`config.mk`:
```
export PLATFORM = sky130hd
export DESIGN_NAME = adc_spi_responder
export DESIGN_NICKNAME = d
export VERILOG_FILES = /design/src/rtl/adc_resp_pkg.sv /design/src/rtl/adc_resp_sync_edge.sv /design/src/rtl/adc_spi_responder.sv
export SDC_FILE = /design/constraint.sdc
export NUM_CORES = 1
export LEC_CHECK = 0
export BUFFER_PORTS_ARGS = -buffer_cell sky130_fd_sc_hd__buf_2
export CORE_MARGIN = 2
export CORE_UTILIZATION = 30
export CTS_CLUSTER_DIAMETER = 100
export DETAILED_ROUTE_END_ITERATION = 10
export PLACE_DENSITY_LB_ADDON = 0.08
export SYNTH_ARGS = -nofsm -noshare
export SYNTH_HDL_FRONTEND = slang
export SYNTH_SLANG_ARGS = --single-unit
```
`constraint.sdc`:
```
create_clock -name iCLK -period 3.7 [get_ports iCLK]
set_input_delay 0.74 -clock iCLK [delete_from_list [all_inputs] [get_ports iCLK]]
set_output_delay 0.74 -clock iCLK [all_outputs]
set_load 0.05 [all_outputs]
```
`src/rtl/adc_resp_pkg.sv`:
```
// adc_resp_pkg: shared frame geometry and FSM states for the ADC SPI responder.
package adc_resp_pkg;
   localparam int FRAME_BITS = 16;
   localparam int LEAD_ZEROS = 4;
   localparam int ADDR_LO_IDX = 3;
   localparam int ADDR_HI_IDX = 5;
   localparam int ADDR_W = 3;
   typedef enum logic {IDLE, ACTIVE} state_t;
endpackage

```
`src/rtl/adc_resp_sync_edge.sv`:
```
// adc_resp_sync_edge: multi-flop synchronizer with optional rise/fall pulses.
module adc_resp_sync_edge #(
   parameter int SYNC_STAGES = 2,
   parameter bit EDGES = 1'b1
) (
   input  logic clk,
   input  logic rst,
   input  logic d,
   output logic q,
   output logic rise,
   output logic fall
);
   logic [SYNC_STAGES-1:0] sr;
   logic dly;
   always_ff @(posedge clk or posedge rst)
      if (rst) begin
         sr <= '0;
         dly <= 1'b0;
      end else begin
         sr <= {sr[SYNC_STAGES-2:0], d};
         dly <= sr[SYNC_STAGES-1];
      end
   assign q = sr[SYNC_STAGES-1];
   assign rise = EDGES && q && !dly;
   assign fall = EDGES && !q && dly;
endmodule

```
`src/rtl/adc_spi_responder.sv`:
```
// adc_spi_responder: oversampled SPI responder emulating an 8-channel 12-bit serial ADC.
// Define ADC_RESP_PATTERN_EN to replace iCH_DATA with a {channel, frame_cnt} test pattern.
module adc_spi_responder
   import adc_resp_pkg::*;
#(
   parameter int DATA_W = 12,
   parameter int N_CH = 8,
   parameter int SYNC_STAGES = 2
) (
   input  logic                   iCLK,
   input  logic                   iRST,
   input  logic                   iCS_n,
   input  logic                   iSCLK,
   input  logic                   iDIN,
   input  logic [N_CH*DATA_W-1:0] iCH_DATA,
   output logic                   oDOUT,
   output logic                   oDOUT_OE,
   output logic                   oFRAME_DONE,
   output logic [ADDR_W-1:0]      oCH,
   output logic [ADDR_W-1:0]      oADDR_NEXT
);
   logic sclk_rise, sclk_fall, cs_rise, cs_fall, din_s;
   logic sclk_q_unused, cs_q_unused;
   logic [1:0] din_edges_unused;
   state_t state, state_n;
   logic [3:0] idx, idx_n, bit_sel;
   logic [DATA_W-1:0] word, word_n, load_word;
   logic [ADDR_W-1:0] addr_sh, addr_sh_n, ch_n, addr_next_n, load_ch;
   logic dout_n, start, commit;

   adc_resp_sync_edge #(.SYNC_STAGES(SYNC_STAGES)) u_sclk (
      .clk(iCLK), .rst(iRST), .d(iSCLK), .q(sclk_q_unused), .rise(sclk_rise), .fall(sclk_fall));
   adc_resp_sync_edge #(.SYNC_STAGES(SYNC_STAGES)) u_cs (
      .clk(iCLK), .rst(iRST), .d(iCS_n), .q(cs_q_unused), .rise(cs_rise), .fall(cs_fall));
   adc_resp_sync_edge #(.SYNC_STAGES(SYNC_STAGES), .EDGES(1'b0)) u_din (
      .clk(iCLK), .rst(iRST), .d(iDIN), .q(din_s), .rise(din_edges_unused[1]), .fall(din_edges_unused[0]));

   // A CS rise pre-empts any SCLK edge seen in the same cycle.
   assign start = (state == IDLE) && cs_fall;
   assign commit = (state == ACTIVE) && !cs_rise && sclk_rise && (idx == 4'(FRAME_BITS-1));
   assign load_ch = commit ? addr_sh : '0;
   assign idx_n = idx + 4'd1;
   assign bit_sel = 4'(FRAME_BITS-1) - idx_n;
   assign oDOUT_OE = (state == ACTIVE);

`ifdef ADC_RESP_PATTERN_EN
   logic [DATA_W-4:0] frame_cnt, frame_cnt_n;
   logic ch_data_unused;
   assign ch_data_unused = ^iCH_DATA;
   assign frame_cnt_n = frame_cnt + (DATA_W-3)'(commit);
   assign load_word = {load_ch, frame_cnt_n};
   always_ff @(posedge iCLK or posedge iRST)
      if (iRST) frame_cnt <= '0;
      else frame_cnt <= frame_cnt_n;
`else
   assign load_word = (int'(load_ch) < N_CH) ? iCH_DATA[int'(load_ch)*DATA_W +: DATA_W] : '0;
`endif

   always_comb begin
      state_n = state;
      word_n = word;
      addr_sh_n = addr_sh;
      ch_n = oCH;
      addr_next_n = oADDR_NEXT;
      dout_n = oDOUT;
      if (cs_rise) begin
         state_n = IDLE;
         dout_n = 1'b0;
         addr_sh_n = '0;
      end else if (start) begin
         state_n = ACTIVE;
         ch_n = '0;
         word_n = load_word;
         dout_n = 1'b0;
         addr_sh_n = '0;
      end else if (state == ACTIVE && sclk_fall) begin
         dout_n = (idx_n < 4'(LEAD_ZEROS)) ? 1'b0 : word[bit_sel];
      end else if (state == ACTIVE && sclk_rise) begin
         if (idx >= 4'(ADDR_LO_IDX) && idx <= 4'(ADDR_HI_IDX)) addr_sh_n = {addr_sh[ADDR_W-2:0], din_s};
         if (commit) begin
            addr_next_n = addr_sh;
            ch_n = addr_sh;
            word_n = load_word;
            addr_sh_n = '0;
         end
      end
   end

   always_ff @(posedge iCLK or posedge iRST)
      if (iRST) begin
         state <= IDLE;
         idx <= '0;
         word <= '0;
         addr_sh <= '0;
         oCH <= '0;
         oADDR_NEXT <= '0;
         oDOUT <= 1'b0;
         oFRAME_DONE <= 1'b0;
      end else begin
         state <= state_n;
         idx <= start ? 4'd0 : (state == ACTIVE && !cs_rise && sclk_fall) ? idx_n : idx;
         word <= word_n;
         addr_sh <= addr_sh_n;
         oCH <= ch_n;
         oADDR_NEXT <= addr_next_n;
         oDOUT <= dout_n;
         oFRAME_DONE <= commit;
      end
endmodule

```
==> qor.csv, run 1 <==
stage;metric;value;unit
sta;share of the clock period used by the worst path;72.8;%
setup_path;Crit path largest cell delay;0.55;ns
setup_path;Worst setup endpoint;word[7]$_DFFE_PP0P_;
global_route;All-Layer GR Usage;16.9;%
clock_network;maximum level of the CTS H-tree;2;
drt;number of vias per cell after detailed routing;4.91;
clock_network;clock-pin slew on the worst setup and hold paths;0.08;ns
sta;Slew HR;30.1;%
logic_synthesis;area fraction of the dominant cell type after synthesis;39.6;%
power_and_ir_drop;clock group share of total power;25.0;%
sta;minimum hold slack;0.355;ns
logic_synthesis;post-synthesis cell count;211;
die;total number of placement rows;31;
run_status;run status;complete, no violations;
setup_path;maximum fanout count along the critical path;18;
setup_path;slack of the worst reg-to-reg path;1.01;ns
setup_path;Setup Crit Path Kind;flip-flop to flip-flop;
power_and_ir_drop;static leakage;1.43;nW
sta;number of endpoints failing setup at the final stage;0;
power_and_ir_drop;Comb pwr share;31.9;%
sta;achievable frequency;371;MHz
power_and_ir_drop;portion of total power attributed to sequential cells;43.1;%
layout;n_diodes;0;
logic_synthesis;Synth area leader;sky130_fd_sc_hd__dfrtp_1;
setup_path;number of cells traversed by the worst register-to-register path;7;
setup_path;data arrival at the endpoint of the critical path;2.86;ns
worst_hold_path;worst hold path type;flip-flop to flip-flop;
clock_network;CTS tree;yes;
power_and_ir_drop;power per cell area;383;mW/mm²
job;Max Cap Viol;0;
logic_synthesis;number of flip-flops and latches in the synthesized netlist;36;
sta;max-slew violation count;0;
logic_synthesis;number of flops mapped to enable cells by yosys;0;
logic_synthesis;proportion of synthesized chip area in sequential cells;39.6;%
global_route;total congestion overflow after global routing;0;
power_and_ir_drop;largest vdd supply drop;147;µV
drt;DRT Wirelength;6.74;mm
placed_design;Detailed Place HPWL;5.04;mm
power_and_ir_drop;total internal power;0.784;mW
global_route;first-pass GRT wire length;11.0;mm
global_route;maximum number of pins on one net before global-route repair;37;
setup_path;required arrival time at the worst endpoint;3.87;ns
layout;fill cell instance count of the final layout;790;
die;Die Y-Extent;91.0;µm
logic_synthesis;average footprint of a synthesized cell;10.8;µm²
die;Die ar.;0.00829;mm²
placed_design;Port Buffers;109;
sta;worst clock skew;0.0130;ns
logic_synthesis;number of distinct standard cells referenced by the synthesized netlist;35;
setup_path;RR Startpoint;idx[0]$_DFFE_PP0P_;
setup_path;Crit. Startpoint;idx[0]$_DFFE_PP0P_;
setup_path;cell family with most CP delay;compound AO/OA/AOI/OAI gates;
die;width of the die;91.0;µm
drt;iteration count of the initial detailed-routing pass;4;
layout;Reg area;901;µm²
layout;area of the multi-input gates;0.00127;mm²
logic_synthesis;syn_nets;315;
clock_network;CTS hold repair buffers;0;
drt;overall via count from detail_route;2042;
die;IO Count;110;
global_route;number of global-route vias before repair;2112;
global_route;initial antenna violation count;0;
setup_path;number of logic stages on the critical path including buffering;7;
sta;setup repair after global routing missed its margin;false;
setup_path;critical path capture point type;flip-flop;
sta;Tightest Pin Transition;1.04;ns
clock_network;Post-CTS Setup Repair Bufs;0;
sta;final period demand of the worst path;2.69;ns
layout;area added between synthesis and finish;31.2;%
sta;Fin. Hold Viols;0;
logic_synthesis;top flip-flop cell by instance count after synthesis;sky130_fd_sc_hd__dfrtp_1;
setup_path;critical-path cell with the highest stage delay;sky130_fd_sc_hd__dfrtp_1;
layout;nets@finish;420;
drt;average wire length per cell after detail routing;16.2;µm
logic_synthesis;Netlist Area Pre-Place;0.00227;mm²
clock_network;Skew-Pair Late Insertion Delay;0.30;ns
clock_network;clk sink count;36;
layout;share of post-route cells with drive strength above 1;46.7;%
die;core area;0.00729;mm²
setup_path;reg-to-reg critical path endpoint;word[7]$_DFFE_PP0P_;
clock_network;root buf cell;sky130_fd_sc_hd__clkbuf_8;
logic_synthesis;proportion of register bits with asynchronous set or reset after synthesis;100;%
drt;DRC violations left;0;
clock_network;number of buffers created by CTS;5;
clock_network;maximum buffer depth of the clock tree;2;
setup_path;combined buffer and inverter count along the critical path;1;
setup_path;crit path cell chain;ha_1 > nand3_2 > or3_1 > inv_2 > o21ai_1 > a22oi_1 > a21oi_1;
die;initial core utilization;31.2;%
placed_design;Final GP Congestion;0.723;
logic_synthesis;number of synthesis warnings;0;
drt;number of design-rule violations left by the first detailed-router iteration;137;
sta;setup TNS after final layout;0;ns
drt;post-detailed-route count of antenna-violating nets;0;
clock_network;CTS-repair resized insts;0;
power_and_ir_drop;switching power;0.359;mW
setup_path;Setup crit start kind;flip-flop;
power_and_ir_drop;fraction of power spent switching nets;31.4;%
logic_synthesis;top cells by area in the synthesized netlist;sky130_fd_sc_hd__dfrtp_1 (40%), sky130_fd_sc_hd__mux4_2 (15%), sky130_fd_sc_hd__mux2i_1 (6.2%);
-- synth_stat cells (all sizes together) (5+ instances only) --
| library cell | instances |
|---|---|
| inv | 5 |
| o21ai | 23 |
| clkbuf | 7 |
| a22oi | 12 |
| or3 | 9 |
| nand2 | 19 |
| nor2 | 6 |
| mux2i | 14 |
| buf | 8 |
| nor2b | 13 |
| o32ai | 5 |
| a21oi | 13 |
| mux4 | 15 |
| dfrtp | 36 |
-- layout make-up --
cell class	count	area share, %
Inverter	5	0.630
Clock inverter	3	0.798
Clock buffer	5	2.31
Tap cell	99	4.16
Sequential cell	36	30.2
Timing Repair Buffer	113	19.3
Multi-Input combinational cell	155	42.6
-- power groups by stage --
stage | sequential [mW] | clock (mW) | combinational (mW)
2_1_floorplan | 0.471 | 0 | 0.277
3_3_place_gp | 0.502 | 0 | 0.365
3_5_place_dp | 0.500 | 0 | 0.370
4_1_cts | 0.494 | 0.294 | 0.371
5_1_grt | 0.501 | 0.314 | 0.407
6_report | 0.493 | 0.286 | 0.364
-- logic make-up (layout without fill, tap and decap cells) --
group           Yosys count  after routing  share of synthesized area, %
compound gates           56             56                          15.0
mux                      32             32                          22.5
xor+xnor                  3              3                          1.16
buf+inv                  20            126                          4.74
simple gates             61             61                          15.3
fa+ha+maj                 3              3                          1.65
flops                    36             36                          39.6
-- placed cells by master (no fill, tap or decap), types with 2 or more instances in the layout --
cell,netlist,final
sky130_fd_sc_hd__nand3_1,2,2
sky130_fd_sc_hd__buf_4,1,4
sky130_fd_sc_hd__mux2_2,3,3
sky130_fd_sc_hd__mux4_2,15,15
sky130_fd_sc_hd__or3_1,9,9
sky130_fd_sc_hd__o21ai_0,19,19
sky130_fd_sc_hd__nor2b_1,13,13
sky130_fd_sc_hd__mux2i_1,14,14
sky130_fd_sc_hd__buf_2,4,109
sky130_fd_sc_hd__nor2_1,6,6
sky130_fd_sc_hd__o21ai_1,4,4
sky130_fd_sc_hd__clkbuf_8,0,5
sky130_fd_sc_hd__nand3b_1,3,3
sky130_fd_sc_hd__o32ai_1,5,5
sky130_fd_sc_hd__a21oi_1,13,13
sky130_fd_sc_hd__a22oi_1,11,11
sky130_fd_sc_hd__xor2_1,2,2
sky130_fd_sc_hd__clkinvlp_4,0,2
sky130_fd_sc_hd__nand2_1,19,19
sky130_fd_sc_hd__and3_2,3,3
sky130_fd_sc_hd__ha_1,3,3
sky130_fd_sc_hd__inv_1,4,4
sky130_fd_sc_hd__dfrtp_1,36,36
-- worst reg2reg max path, delay by kind of cell, from the launching register on --
family | cells | cell delay (ns)
compound gates | 3 | 0.81
simple gates | 2 | 0.62
flops | 1 | 0.55
fa+ha+maj | 1 | 0.32
buf+inv | 1 | 0.28
-- per-stage QoR --
stage	utilization [%]	power, mW	instance area [µm²]	setup WS [ns]	std cells
CTS	40.9	1.16	2980	1.00	416
detailed placement	39.6	0.870	2890	1.01	408
finish	40.9	1.14	2980	1.01	416
global placement	39.6	0.868	2890	1.12	408
global route	40.9	1.22	2980	0.788	416
floorplan	-	0.748	2270	1.75	211
-- per-layer routing --
| layer | share of wire (%) | GRT usage (%) | wire, µm | up-vias |
|---|---|---|---|---|
| met2 | 46 | 27.2 | 3120 | 68 |
| met3 | 5.2 | 3.73 | 350 | 5 |
| met4 | 0.96 | 4.17 | 65 | 0 |
| met5 | 0 | 0 | 0 | - |
| li1 | - | - | - | 998 |
| met1 | 48 | 23.1 | 3210 | 971 |
-- registers in the layout, summed over array words and instances, names as in the netlist, 2 cells and up --
name        count
word           12
idx             4
addr_sh         3
oADDR_NEXT      3
oCH             3
u_cs.sr         2
u_din.sr        2
u_sclk.sr       2
-- how the worst min path moves through the flow --
stage                     startpoint                    end  slack (ns)  cells past startpoint
3_3_place_gp   u_din.sr[0]$_DFF_PP0_  u_din.sr[1]$_DFF_PP0_        0.33                      0
2_1_floorplan   u_cs.sr[0]$_DFF_PP0_   u_cs.sr[1]$_DFF_PP0_        0.33                      0
5_1_grt        u_din.sr[0]$_DFF_PP0_  u_din.sr[1]$_DFF_PP0_        0.37                      0
3_5_place_dp   u_din.sr[0]$_DFF_PP0_  u_din.sr[1]$_DFF_PP0_        0.34                      0
6_report       u_din.sr[0]$_DFF_PP0_  u_din.sr[1]$_DFF_PP0_        0.36                      0
4_1_cts        u_din.sr[0]$_DFF_PP0_  u_din.sr[1]$_DFF_PP0_        0.36                      0
No activity file was read; power rests on OpenSTA's default activity.
==> run 2, diff against run 1 <==
Settings changed: ABC_AREA set to 1.
Clock period 3.7 ns to 2.3 ns, I/O delays scaled along.
==> run 2 against run 1 <==
Critical path depth up 4; combinational power up 50%; critical endpoint unchanged; routed wire length up 30%; worst setup slack worse by 0.66 ns; global-route usage up 1.2 points; core utilization down 1.7 points.
==> qor.csv, run 2 <==
stage;metric;value;unit;change
sta;setup repair after global routing missed its margin;false;;
global_route;number of global-route vias before repair;3118;;+48%
die;initial core utilization;31.0;%;-0.11 points
layout;highest-count cells in the layout ignoring fill and taps;sky130_fd_sc_hd__nand2_1 (116), sky130_fd_sc_hd__buf_2 (109), sky130_fd_sc_hd__inv_1 (89);;
layout;share of post-route cells with drive strength above 1;24.7;%;-22 points
clock_network;CTS hold repair buffers;0;;unchanged
placed_design;Final GP Congestion;0.866;;+20%
placed_design;worst-case setup slack after placement;0.222;ns;-0.792 ns
global_route;initial antenna violation count;0;;unchanged
layout;Final Instance Count excl. Fillers;692;;+66%
drt;overall via count from detail_route;3187;;+56%
setup_path;Setup crit start kind;flip-flop;;
logic_synthesis;proportion of register bits with asynchronous set or reset after synthesis;100;%;unchanged
sta;share of the clock period used by the worst path;84.9;%;+12 points
logic_synthesis;top flip-flop cell by instance count after synthesis;sky130_fd_sc_hd__dfrtp_1;;
drt;number of design-rule violations left by the first detailed-router iteration;161;;+18%
clock_network;clk sink count;36;;unchanged
die;width of the die;102;µm;+12%
layout;flip-flop count of the largest register, all copies and words added;12;;unchanged
power_and_ir_drop;total power consumption of the routed design;1.89;mW;+65%
layout;fraction of the core area covered by cells at the end of the flow;39.2;%;-1.7 points
global_route;grt met3 use;2.55;%;-1.2 points
power_and_ir_drop;power per cell area;522;mW/mm²;+36%
logic_synthesis;number of flops mapped to enable cells by yosys;0;;unchanged
layout;final design area excluding fillers;0.00362;mm²;+22%
clock_network;root buf cell;sky130_fd_sc_hd__clkbuf_8;;
placed_design;dpl cells;684;;+68%
sta;Tightest Pin Transition;0.526;ns;-0.515 ns
clock_network;clock-pin slew on the worst setup and hold paths;0.08;ns;about the same
drt;average wire length per cell after detail routing;12.7;µm;-22%
setup_path;data arrival at the endpoint of the critical path;2.18;ns;-0.68 ns
sta;final period demand of the worst path;1.95;ns;-0.740 ns
die;total number of placement rows;35;;+13%
drt;iteration count of the initial detailed-routing pass;4;;unchanged
layout;Biggest register;word;;
global_route;global routing met1 resource utilization;25.5;%;+2.4 points
layout;largest registers in the final layout;word: 12 flops, idx: 4 flops;;
global_route;All-Layer GR Usage;18.0;%;+1.2 points
drt;DRT Wirelength;8.80;mm;+30%
clock_network;Skew-Pair Late Insertion Delay;0.29;ns;about the same
sta;setup TNS after final layout;0;ns;unchanged
sta;achievable frequency;512;MHz;+38%
run_status;run status;complete, no violations;;
drt;DRC violations left;0;;unchanged
sta;minimum hold slack;0.264;ns;-0.0911 ns
power_and_ir_drop;largest vdd supply drop;275;µV;+87%
sta;max-slew violation count;0;;unchanged
job;Max Cap Viol;0;;unchanged
setup_path;required arrival time at the worst endpoint;2.53;ns;-1.34 ns
setup_path;critical path capture point type;flip-flop;;
sta;Slew HR;64.9;%;+35 points
setup_path;maximum fanout count along the critical path;26;;+8
clock_network;CTS tree;yes;;
global_route;met2 track demand over resource in global routing;29.2;%;+2.0 points
logic_synthesis;leading cell types by count after synthesis;sky130_fd_sc_hd__nand2_1 (116), sky130_fd_sc_hd__inv_1 (89), sky130_fd_sc_hd__nand3_1 (73);;
die;Die Y-Extent;102;µm;+12%
logic_synthesis;proportion of synthesized chip area in sequential cells;31.4;%;-8.2 points
clock_network;maximum level of the CTS H-tree;2;;unchanged
logic_synthesis;average footprint of a synthesized cell;6.20;µm²;-42%
die;core area;0.00924;mm²;+27%
worst_hold_path;worst hold path type;primary input to async pin;;
die;Die ar.;0.0104;mm²;+25%
logic_synthesis;leading cell type by number of instances after synthesis;sky130_fd_sc_hd__nand2_1;;
logic_synthesis;syn_nets;567;;+80%
clock_network;maximum buffer depth of the clock tree;2;;unchanged
logic_synthesis;Netlist Area Pre-Place;0.00287;mm²;+26%
layout;most frequent standard cell in the layout excluding fill and tap cells;sky130_fd_sc_hd__nand2_1;;
layout;nets@finish;666;;+59%
drt;post-detailed-route count of antenna-violating nets;0;;unchanged
sta;number of endpoints failing setup at the final stage;0;;unchanged
layout;n_diodes;0;;unchanged
global_route;maximum number of pins on one net before global-route repair;51;;+38%
sta;Fin. Hold Viols;0;;unchanged
logic_synthesis;Synth area leader;sky130_fd_sc_hd__dfrtp_1;;
drt;number of vias per cell after detailed routing;4.61;;-6.2%
placed_design;Port Buffers;109;;unchanged
logic_synthesis;number of distinct standard cells referenced by the synthesized netlist;28;;-20%
sta;worst clock skew;0.00800;ns;-0.00498 ns
placed_design;placed cell areas;0.00351;mm²;+22%
clock_network;number of buffers created by CTS;5;;unchanged
sta;min setup slack post-route;0.347;ns;-0.660 ns
logic_synthesis;top cells by area in the synthesized netlist;sky130_fd_sc_hd__dfrtp_1 (31%), sky130_fd_sc_hd__nand2_1 (15%), sky130_fd_sc_hd__nand3_1 (13%);;
global_route;peak-usage layer in the global routing report;met2;;
global_route;first-pass GRT wire length;14.8;mm;+35%
setup_path;Setup Crit Path Kind;flip-flop to flip-flop;;
placed_design;Detailed Place HPWL;6.73;mm;+34%
die;IO Count;110;;unchanged
global_route;total congestion overflow after global routing;0;;unchanged
logic_synthesis;area fraction of the dominant cell type after synthesis;31.4;%;-8.2 points
logic_synthesis;number of synthesis warnings;0;;unchanged
layout;area added between synthesis and finish;26.3;%;
power_and_ir_drop;static leakage;2.15;nW;+50%
logic_synthesis;post-synthesis cell count;463;;+120%
layout;fill cell instance count of the final layout;1059;;+34%
logic_synthesis;number of flip-flops and latches in the synthesized netlist;36;;unchanged
[run 2: final cells by class]
class,instances,area [µm²],share of cell area (%)
Clock inverter,2,35.0,0.967
Multi-Input combinational cell,307,1470,40.4
Clock buffer,6,72.6,2.00
Tap cell,129,161,4.46
Inverter,92,345,9.53
Sequential cell,36,902,24.9
Timing Repair Buffer,120,641,17.7
[run 2: cells by family (layout without fill, tap and decap cells)]
group                      after synthesis  after routing  synth area share, %
DFF                                     36             36                 31.4
adders and majority gates                3              3                 1.31
buffers and inverters                  120            220                 17.7
xor gates and xnor gates                 1              1                0.305
and+or+nand+nor                        289            289                 46.2
AOI/OAI and AO/OA                       14             14                 3.10
[run 2: where the power goes]
part	total [mW]	switching (mW)	internal [mW]	leakage (nW)
Clock	0.545	0.223	0.322	0.0552
Combinational	0.546	0.330	0.215	1.63
Sequential	0.799	0.0817	0.718	0.457
[run 2: what timing repair did]
action | CTS | global route
setup endpoints to repair | 0 | 11
resized for setup | 0 | 1
buffers inserted | 0 | 0
[run 2: final timing paths]
path | depth (start not counted) | from | endpoint | slack, ns
max in group asynchronous | 3 | iRST | addr_sh[0]$_DFFE_PP0P_ | 1.69
setup reg to reg | 11 | idx[1]$_DFFE_PP0P_ | word[7]$_DFFE_PP0P_ | 0.35
hold reg to reg | 0 | u_din.sr[0]$_DFF_PP0_ | u_din.sr[1]$_DFF_PP0_ | 0.35
hold / removal | 3 | iRST | u_din.sr[0]$_DFF_PP0_ | 0.26
min in group iCLK | 1 | iCS_n | u_cs.sr[0]$_DFF_PP0_ | 0.28
setup / recovery | 11 | idx[1]$_DFFE_PP0P_ | word[7]$_DFFE_PP0P_ | 0.35
[run 2: layer usage]
metal	wire (µm)	vias up
li1	-	1647
met1	4300	1447
met2	4020	86
met3	396	7
met4	76	0
met5	0	-
[run 2: critical path: stages, from the launching register on]
cell and delay, ns:
sky130_fd_sc_hd__dfrtp_1 0.39, sky130_fd_sc_hd__ha_1 0.21, sky130_fd_sc_hd__nand3_2 0.11, sky130_fd_sc_hd__nor2_4 0.17, sky130_fd_sc_hd__buf_4 0.20, sky130_fd_sc_hd__nand3_2 0.09
sky130_fd_sc_hd__buf_4 0.25, sky130_fd_sc_hd__nand2_1 0.09, sky130_fd_sc_hd__nand3_1 0.06, sky130_fd_sc_hd__nand3_1 0.14, sky130_fd_sc_hd__nand3_1 0.10, sky130_fd_sc_hd__nand2_1 0.08
